`config.mk`:
```
export PLATFORM = sky130hd
export DESIGN_NAME = cordic_post_stage
export DESIGN_NICKNAME = d
export VERILOG_FILES = /design/src/rtl/cordic_post_stage_pkg.sv /design/src/rtl/cordic_post_stage_sync_fifo.sv /design/src/rtl/cordic_post_stage.sv
export SDC_FILE = /design/constraint.sdc
export NUM_CORES = 1
export LEC_CHECK = 0
export ABC_CLOCK_PERIOD_IN_PS = 9760
export CAP_MARGIN = 0
export CORE_MARGIN = 4
export CORE_UTILIZATION = 65
export DETAILED_ROUTE_END_ITERATION = 16
export HOLD_SLACK_MARGIN = 0.1
export PLACE_DENSITY = 0.93
export SETUP_SLACK_MARGIN = 0.4
export SLEW_MARGIN = 20
export SYNTH_ARGS = -nofsm -noshare
export SYNTH_HDL_FRONTEND = slang
export SYNTH_SLANG_ARGS = --single-unit
```
`constraint.sdc`:
```
create_clock -name clk -period 9.76 [get_ports clk]
set_clock_uncertainty 0.05 [all_clocks]
set_input_delay 2.44 -clock clk [delete_from_list [all_inputs] [get_ports clk]]
set_output_delay 2.44 -clock clk [all_outputs]
set_load 0.02 [all_outputs]
```
`src/rtl/cordic_post_stage_pkg.sv`:
```
// cordic_post_stage_pkg: sector, angle and mode constants shared by the CORDIC post stage
package cordic_post_stage_pkg;
  localparam logic [1:0] SECTOR_Q0 = 2'd0;
  localparam logic [1:0] SECTOR_Q1 = 2'd1;
  localparam logic [1:0] SECTOR_Q2 = 2'd2;
  localparam logic [1:0] SECTOR_Q3 = 2'd3;
  localparam logic MODE_ROTATE = 1'b0;
  localparam logic MODE_VECTOR = 1'b1;
  function automatic int angle_90(input int frac_width);
    return 90 << frac_width;
  endfunction
endpackage

```
`src/rtl/cordic_post_stage_sync_fifo.sv`:
```
// sync_fifo: show-ahead FIFO with occupancy output; data reads as 0 while empty
module sync_fifo #(
  parameter int DEPTH = 16,
  parameter int WIDTH = 8,
  localparam int AW = $clog2(DEPTH)
) (
  input  logic             clk,
  input  logic             reset,
  input  logic             push,
  input  logic [WIDTH-1:0] din,
  input  logic             pop,
  output logic [WIDTH-1:0] dout,
  output logic             valid,
  output logic [AW:0]      level
);
  logic [WIDTH-1:0] mem [DEPTH];
  logic [AW:0] wr, rd;
  always_ff @(posedge clk or negedge reset)
    if (!reset) begin
      wr <= '0;
      rd <= '0;
    end else begin
      if (push) wr <= wr + 1'b1;
      if (pop) rd <= rd + 1'b1;
    end
  always_ff @(posedge clk)
    if (push) mem[wr[AW-1:0]] <= din;
  assign level = wr - rd;
  assign valid = level != '0;
  assign dout = valid ? mem[rd[AW-1:0]] : '0;
endmodule

```
`src/rtl/cordic_post_stage.sv`:
```
// cordic_post_stage: tags real pipeline samples, reconstructs the quadrant and buffers
// results behind valid/ready, with credit-based issue flow control
module cordic_post_stage
  import cordic_post_stage_pkg::*;
#(
  parameter int DATA_WIDTH = 16,
  parameter int FRAC_WIDTH = 8,
  parameter int SECTOR_FLAG_WIDTH = 2,
  parameter int PIPE_LATENCY = 8,
  parameter int FIFO_DEPTH = 16,
  localparam int OW = DATA_WIDTH + 1,
  localparam int LW = $clog2(FIFO_DEPTH) + 1
) (
  input  logic                         clk,
  input  logic                         reset,
  input  logic                         issue_valid_i,
  output logic                         issue_ready_o,
  input  logic [DATA_WIDTH-1:0]        degree_in,
  input  logic [DATA_WIDTH-1:0]        x_in,
  input  logic [DATA_WIDTH-1:0]        y_in,
  input  logic [SECTOR_FLAG_WIDTH-1:0] sector_in,
  input  logic                         arctan_en_in,
  output logic                         m_valid_o,
  input  logic                         m_ready_i,
  output logic [OW-1:0]                m_x_o,
  output logic [OW-1:0]                m_y_o,
  output logic [OW-1:0]                m_degree_o,
  output logic                         m_mode_o,
  output logic [LW-1:0]                level_o,
  output logic                         overflow_o
);
  localparam logic [OW-1:0] A90 = OW'(angle_90(FRAC_WIDTH));
  logic [LW-1:0] reserved;
  logic [PIPE_LATENCY-1:0] tags;
  logic accept, pop, push;
  logic [OW-1:0] xe, ye, cx, cy, cdeg;
  assign issue_ready_o = reserved < LW'(FIFO_DEPTH);
  assign accept = issue_valid_i & issue_ready_o;
  assign pop = m_valid_o & m_ready_i;
  assign push = tags[PIPE_LATENCY-1];
  always_ff @(posedge clk or negedge reset)
    if (!reset) begin
      reserved <= '0;
      tags <= '0;
      overflow_o <= 1'b0;
    end else begin
      reserved <= reserved + LW'(accept) - LW'(pop);
      tags <= (tags << 1) | PIPE_LATENCY'(accept);
      if (issue_valid_i && !issue_ready_o) overflow_o <= 1'b1;
    end
  // The pipeline only solves the first quadrant; rotate back by the sector flag
  assign xe = {1'b0, x_in};
  assign ye = {1'b0, y_in};
  always_comb begin
    cx = sector_in == SECTOR_FLAG_WIDTH'(SECTOR_Q0) ? xe :
         sector_in == SECTOR_FLAG_WIDTH'(SECTOR_Q1) ? -ye :
         sector_in == SECTOR_FLAG_WIDTH'(SECTOR_Q2) ? -xe : ye;
    cy = sector_in == SECTOR_FLAG_WIDTH'(SECTOR_Q0) ? ye :
         sector_in == SECTOR_FLAG_WIDTH'(SECTOR_Q1) ? xe :
         sector_in == SECTOR_FLAG_WIDTH'(SECTOR_Q2) ? -ye : -xe;
    cdeg = {1'b0, degree_in} + OW'(sector_in) * A90;
  end
  sync_fifo #(.DEPTH(FIFO_DEPTH), .WIDTH(3 * OW + 1)) u_fifo (
    .clk(clk),
    .reset(reset),
    .push(push),
    .din({arctan_en_in, cdeg, cy, cx}),
    .pop(pop),
    .dout({m_mode_o, m_degree_o, m_y_o, m_x_o}),
    .valid(m_valid_o),
    .level(level_o)
  );
endmodule

```
=== Yosys cells after proc, flatten, opt, wreduce, memory -nomap -nowiden ===
Memories as Yosys holds them, arrays and structs flattened.
Index checks and enable logic that the tools add are counted.

* Register bits: 24
* RAM bits: 832
* Memories kept: 1

{| class="wikitable"
|+ Memory list
! name !! depth !! bits a word !! read ports !! clocked after Yosys merged registers in !! write ports !! line !! RTL
|-
| u_fifo.mem || 16 || 52 || 1 || 0 || 1 || cordic_post_stage_sync_fifo.sv:16 || <nowiki>logic [WIDTH-1:0] mem [DEPTH];</nowiki>
|}

* Bitwise gates (word level): 3
* Magnitude comparators: 1
* Equality and inequality tests: 2
* Mux-type cells: 9
* $add $sub $neg: 8
* Reduce and logical (&&, ||, !) cells: 4
* $mul: 1

{| class="wikitable"
|+ Operators with widths
! kind !! number
|-
| $mux 17 || 6
|-
| $mux 52 || 1
|-
| $neg 16->17 || 2
|-
| $add 16x17->17 || 1
|-
| $add 5x1->5 const B || 2
|-
| $mul 2x6->8 const B || 1
|-
| $or 8x1->8 || 1
|-
| $add 5x1->5 || 1
|-
| $lt 5x5->1 const B || 1
|-
| $reduce_bool 5->1 || 1
|-
| $sub 5x1->5 || 1
|-
| $sub 5x5->5 || 1
|-
| $and 1x1->1 || 2
|-
| $eq 2x1->1 const B || 1
|-
| $eq 2x2->1 const B || 1
|-
| $logic_not 2->1 || 1
|-
| $mux 1 || 2
|-
| $logic_and 1x1->1 || 1
|-
| $logic_not 1->1 || 1
|}

=== Logic depth before layout (Yosys ltp) ===
* Depth after elaboration: 4
* Mapped depth: 16

=== Modules after synthesis ===
From an unflattened synthesis, not the netlist that was laid out.

* Cell total of the unflattened synthesis: 1753
* Area total of the unflattened synthesis: 34504.3 um^2

{| class="wikitable"
|+ By module, submodules not included
! module !! seq. area each (um^2) !! instances !! area an instance (um^2) !! cells each
|-
| sync_fifo || 25234.2 || 1 || 31814.3 || 1356
|-
| cordic_post_stage || 350.3 || 1 || 2690.1 || 397
|}

=== Worst setup path after synthesis ===
No wires, ideal clock.

* Kind: reg2out
* Start: register u_fifo.rd[1]
* End: output port m_degree_o[0]
* Data arrival time: 2.961 ns
* Cell stages (with the launch flop): 11
* Path slack: 4.309 ns
* Path through: dfrtp_1 -> clkbuf_1 -> clkbuf_1 -> inv_1 -> fa_1 -> xor2_1 -> nor3_1 -> o21ai_0 -> nor2_1 -> clkbuf_1 -> nor2b_1

* Word-level cells in the longest chain between the ends: 3

{| class="wikitable"
|+ Ends and longest elaborated chain
! element !! line !! RTL
|-
| start: declaration || cordic_post_stage_sync_fifo.sv:17 || <nowiki>logic [AW:0] wr, rd;</nowiki>
|-
| start signal: assignment || cordic_post_stage_sync_fifo.sv:24 || <nowiki>if (pop) rd <= rd + 1'b1;</nowiki>
|-
| $sub 5x5->5 || cordic_post_stage_sync_fifo.sv:28 || <nowiki>assign level = wr - rd;</nowiki>
|-
| net level_o[2] || cordic_post_stage.sv:29 || <nowiki>output logic [LW-1:0] level_o,</nowiki>
|-
| $reduce_bool 5->1 || cordic_post_stage_sync_fifo.sv:29 || <nowiki>assign valid = level != '0;</nowiki>
|-
| $mux 52 || cordic_post_stage_sync_fifo.sv:30 || <nowiki>assign dout = valid ? mem[rd[AW-1:0]] : '0;</nowiki>
|-
| end: declaration || cordic_post_stage.sv:27 || <nowiki>output logic [OW-1:0] m_degree_o,</nowiki>
|}

The timed path passes the listed nets, and every way through them passes these cells.

=== Worst setup path in the final report ===
* Start: register u_fifo.rd[1]
* End: output port m_degree_o[5]

* Word-level cells in the longest chain between the ends: 3

{| class="wikitable"
|+ Ends and longest elaborated chain
! element !! line
|-
| $sub 5x5->5 || cordic_post_stage_sync_fifo.sv:28
|-
| $reduce_bool 5->1 || cordic_post_stage_sync_fifo.sv:29
|-
| $mux 52 (*) || cordic_post_stage_sync_fifo.sv:30
|}

Mark *: on every way between the ends. The rest lies on a longest branch, timed or not.

==> flow_summary.yaml <==
critical_path:
  required_ns: 7.27
  crit_arrival_ns: 4.64
  critical_path_class: "reg2out"
  path_max_fanout: 61
  cp-start-kind: "flip-flop"
  critPathCaptureType: "output pin"
  reg2reg_depth: 14
global_route:
  grt_max_degree: 153
  grt_pass1_wl_mm: 131
  first_global_vias: 19400
  antenna_found_initial: 2
  grtUsageTotal_pct: 31.9
  overflow: 0
route:
  drc: 0
  routed_wl_mm: 89.2
  dr.pass1.iters: 6
  routedWlPerCell_microns: 34.5
  ant_nets: 0
  vias: 18900
  drtIter0Drc: 2896
  via_per_inst: 7.32
placed_design:
  dpl.cell_count: 2446
  place_ws_ns: 3.30
  io_buffers: 114
  gp_congestion: 0.911
  dp_hpwl_mm: 45.0
  dpl_cell_area_sq_mm: 0.0370
logic_synthesis:
  yosys-top-cells-area: "edfxtp_1 72%, mux4_2 17%, dfrtp_1 1.7%"
  seq_area_frac_synth_pct: 73.3
  synthArstFlopShare_pct: 2.80
  ys_top_cells_by_count: "832 x edfxtp_1, 260 x mux4_2, 62 x clkbuf_1"
  synth.avg_cell_area_sq_um: 20.6
  synth_cells: 1694
  synth_edf_count: 832
  synthDistinctLibCells: 69
  synth_nets: 1781
  yosys.area.top_type: "edfxtp_1"
  synth-seq-cells: 856
  yosysWarnings: 0
  synth_top_area_share_pct: 71.6
  netlist_area_sq_mm: 0.0349
  synth_top_flop_cell: "edfxtp_1"
  yosysMostFrequentCell: "edfxtp_1"
clocking:
  cts_buffers: 83
  cts_tree: "done"
  htreeDepth: 3
  clk_latency_ns: 0.64
  holdBufCountCts: 0
  ctsResizeCount: 0
  cts.reportedPaths.clkPinSlew_ns: 0.06
  post_cts_buffers: 0
  cts_buffer_depth: 3
  clock_sinks: 856
  cts-root-buf: "clkbuf_16"
sta:
  setup_tns_ns: 0
  max_slew_margin_pct: 21.9
  period_share_pct: 73.0
  hold_viol: 0
  final-setup-viol-count: 0
  worst_slack_ns: 2.63
  clock.fmax_mhz: 140
  slew_violations: 0
  worst_pin_slew_ns: 1.17
  post-route-min-period_ns: 7.13
  rsz0062_at_grt: "no"
layout:
  fin_cells: 2589
  antenna_cells: 0
  drive_above_1_share_pct: 24.4
  nets: 1933
  area_growth_pct: 13.7
  postLayoutCellArea_sq_mm: 0.0397
job:
  drv_cap: 0
hold_path:
  hold_class: "reg2reg"
  hold_depth: 0
pwr:
  p_leak_nw: 12.7
  ir_worst_vdd_mv: 0.229
  power_density_mw_per_mm2: 294
floorplan:
  core_area_sq_mm: 0.0529
  num_io_pins: 115
  dieArea_sq_mm: 0.0574
  num_rows: 84
  die_x_microns: 240
  die_h_microns: 240
  start_util_pct: 66.0
outcome:
  outcome: "finished clean"
## worst paths after layout
| path | slack (ns) | end | from |
|---|---|---|---|
| setup reg to reg | 5.08 | reserved[4]$_DFF_PN0_ | u_fifo.rd[1]$_DFFE_PN0P_ |
| min in group asynchronous | 1.74 | u_fifo.wr[4]$_DFFE_PN0P_ | reset |
| setup / recovery | 2.63 | m_degree_o[5] | u_fifo.rd[1]$_DFFE_PN0P_ |
| hold / removal | 0.30 | tags[1]$_DFF_PN0_ | tags[0]$_DFF_PN0_ |
| hold reg to reg | 0.30 | tags[1]$_DFF_PN0_ | tags[0]$_DFF_PN0_ |
| max in group asynchronous | 7.50 | u_fifo.rd[1]$_DFFE_PN0P_ | reset |
## critical path, stage by stage (launching register included)
cell and delay (ns):
dfrtp_4 1.03, inv_1 0.20, fa_1 0.50, xor2_1 0.19, nor3_1 0.17, o21ai_0 0.31, nor2_4 0.16, buf_4 0.58
nor2b_1 0.18, clkdlybuf4s50_1 0.59
## per-layer routing
metal  GRT usage (%)  vias to the layer above  share of wire [%]
li1                -                     7330                  -
met1            42.7                     9762                 34
met2            53.5                     1519                 51
met3            6.59                      327                 10
met4            11.4                        4                4.1
met5               0                        -              0.030
## state kept, by name, summed over array words and instances (netlist names)
name / cells
overflow_o: 1
reserved: 5
tags: 8
u_fifo.mem: 832
u_fifo.rd: 5
u_fifo.wr: 5
## cell usage in the layout, fill, tap and decap left out, types with 38 or more instances in the layout
cell / synthesis / final
buf_4: 0 / 46
mux4_2: 260 / 260
inv_1: 38 / 38
edfxtp_1: 832 / 832
o21ai_0: 48 / 47
a21oi_1: 42 / 39
nor2_1: 54 / 41
nor2b_1: 57 / 57
clkbuf_16: 0 / 84
clkdlybuf4s50_1: 0 / 113
## metrics by stage
step / hold WS, ns / util, % / total power, mW
final: 0.299 / 75.0 / 11.6
after global routing: 0.312 / 75.0 / 12.1
after CTS: 0.299 / 74.8 / 11.7
after detailed placement: 0.285 / 70.0 / 8.57
after global placement: 0.285 / 70.0 / 8.39
after floorplan: 0.281 / - / 7.16
## logic make-up (layout without fill, tap and decap cells)
kind of cell / after synthesis / count (layout) / share of synthesized area, %
xor+xnor: 28 / 28 / 0.703
fa+ha+maj: 32 / 32 / 1.21
mux: 265 / 265 / 16.9
simple gates: 221 / 221 / 3.43
compound gates: 154 / 154 / 2.77
flops: 856 / 856 / 73.3
buf+inv: 138 / 345 / 1.61
## area by class of cell
cell class / instances / area, sq um
fillers: 2691 / 13200
clock inverters: 39 / 394
flip-flops and latches: 856 / 25600
repair buffers: 165 / 1570
inverters: 40 / 153
multi-input cells: 700 / 8940
clock buffers: 101 / 2170
well taps: 688 / 861
## power by group
group | switching, mW | total [mW] | internal, mW
registers | 0.202 | 4.58 | 4.37
logic | 2.05 | 3.98 | 1.93
clock network | 1.33 | 3.09 | 1.76
(Power assumes the default switching activity.)
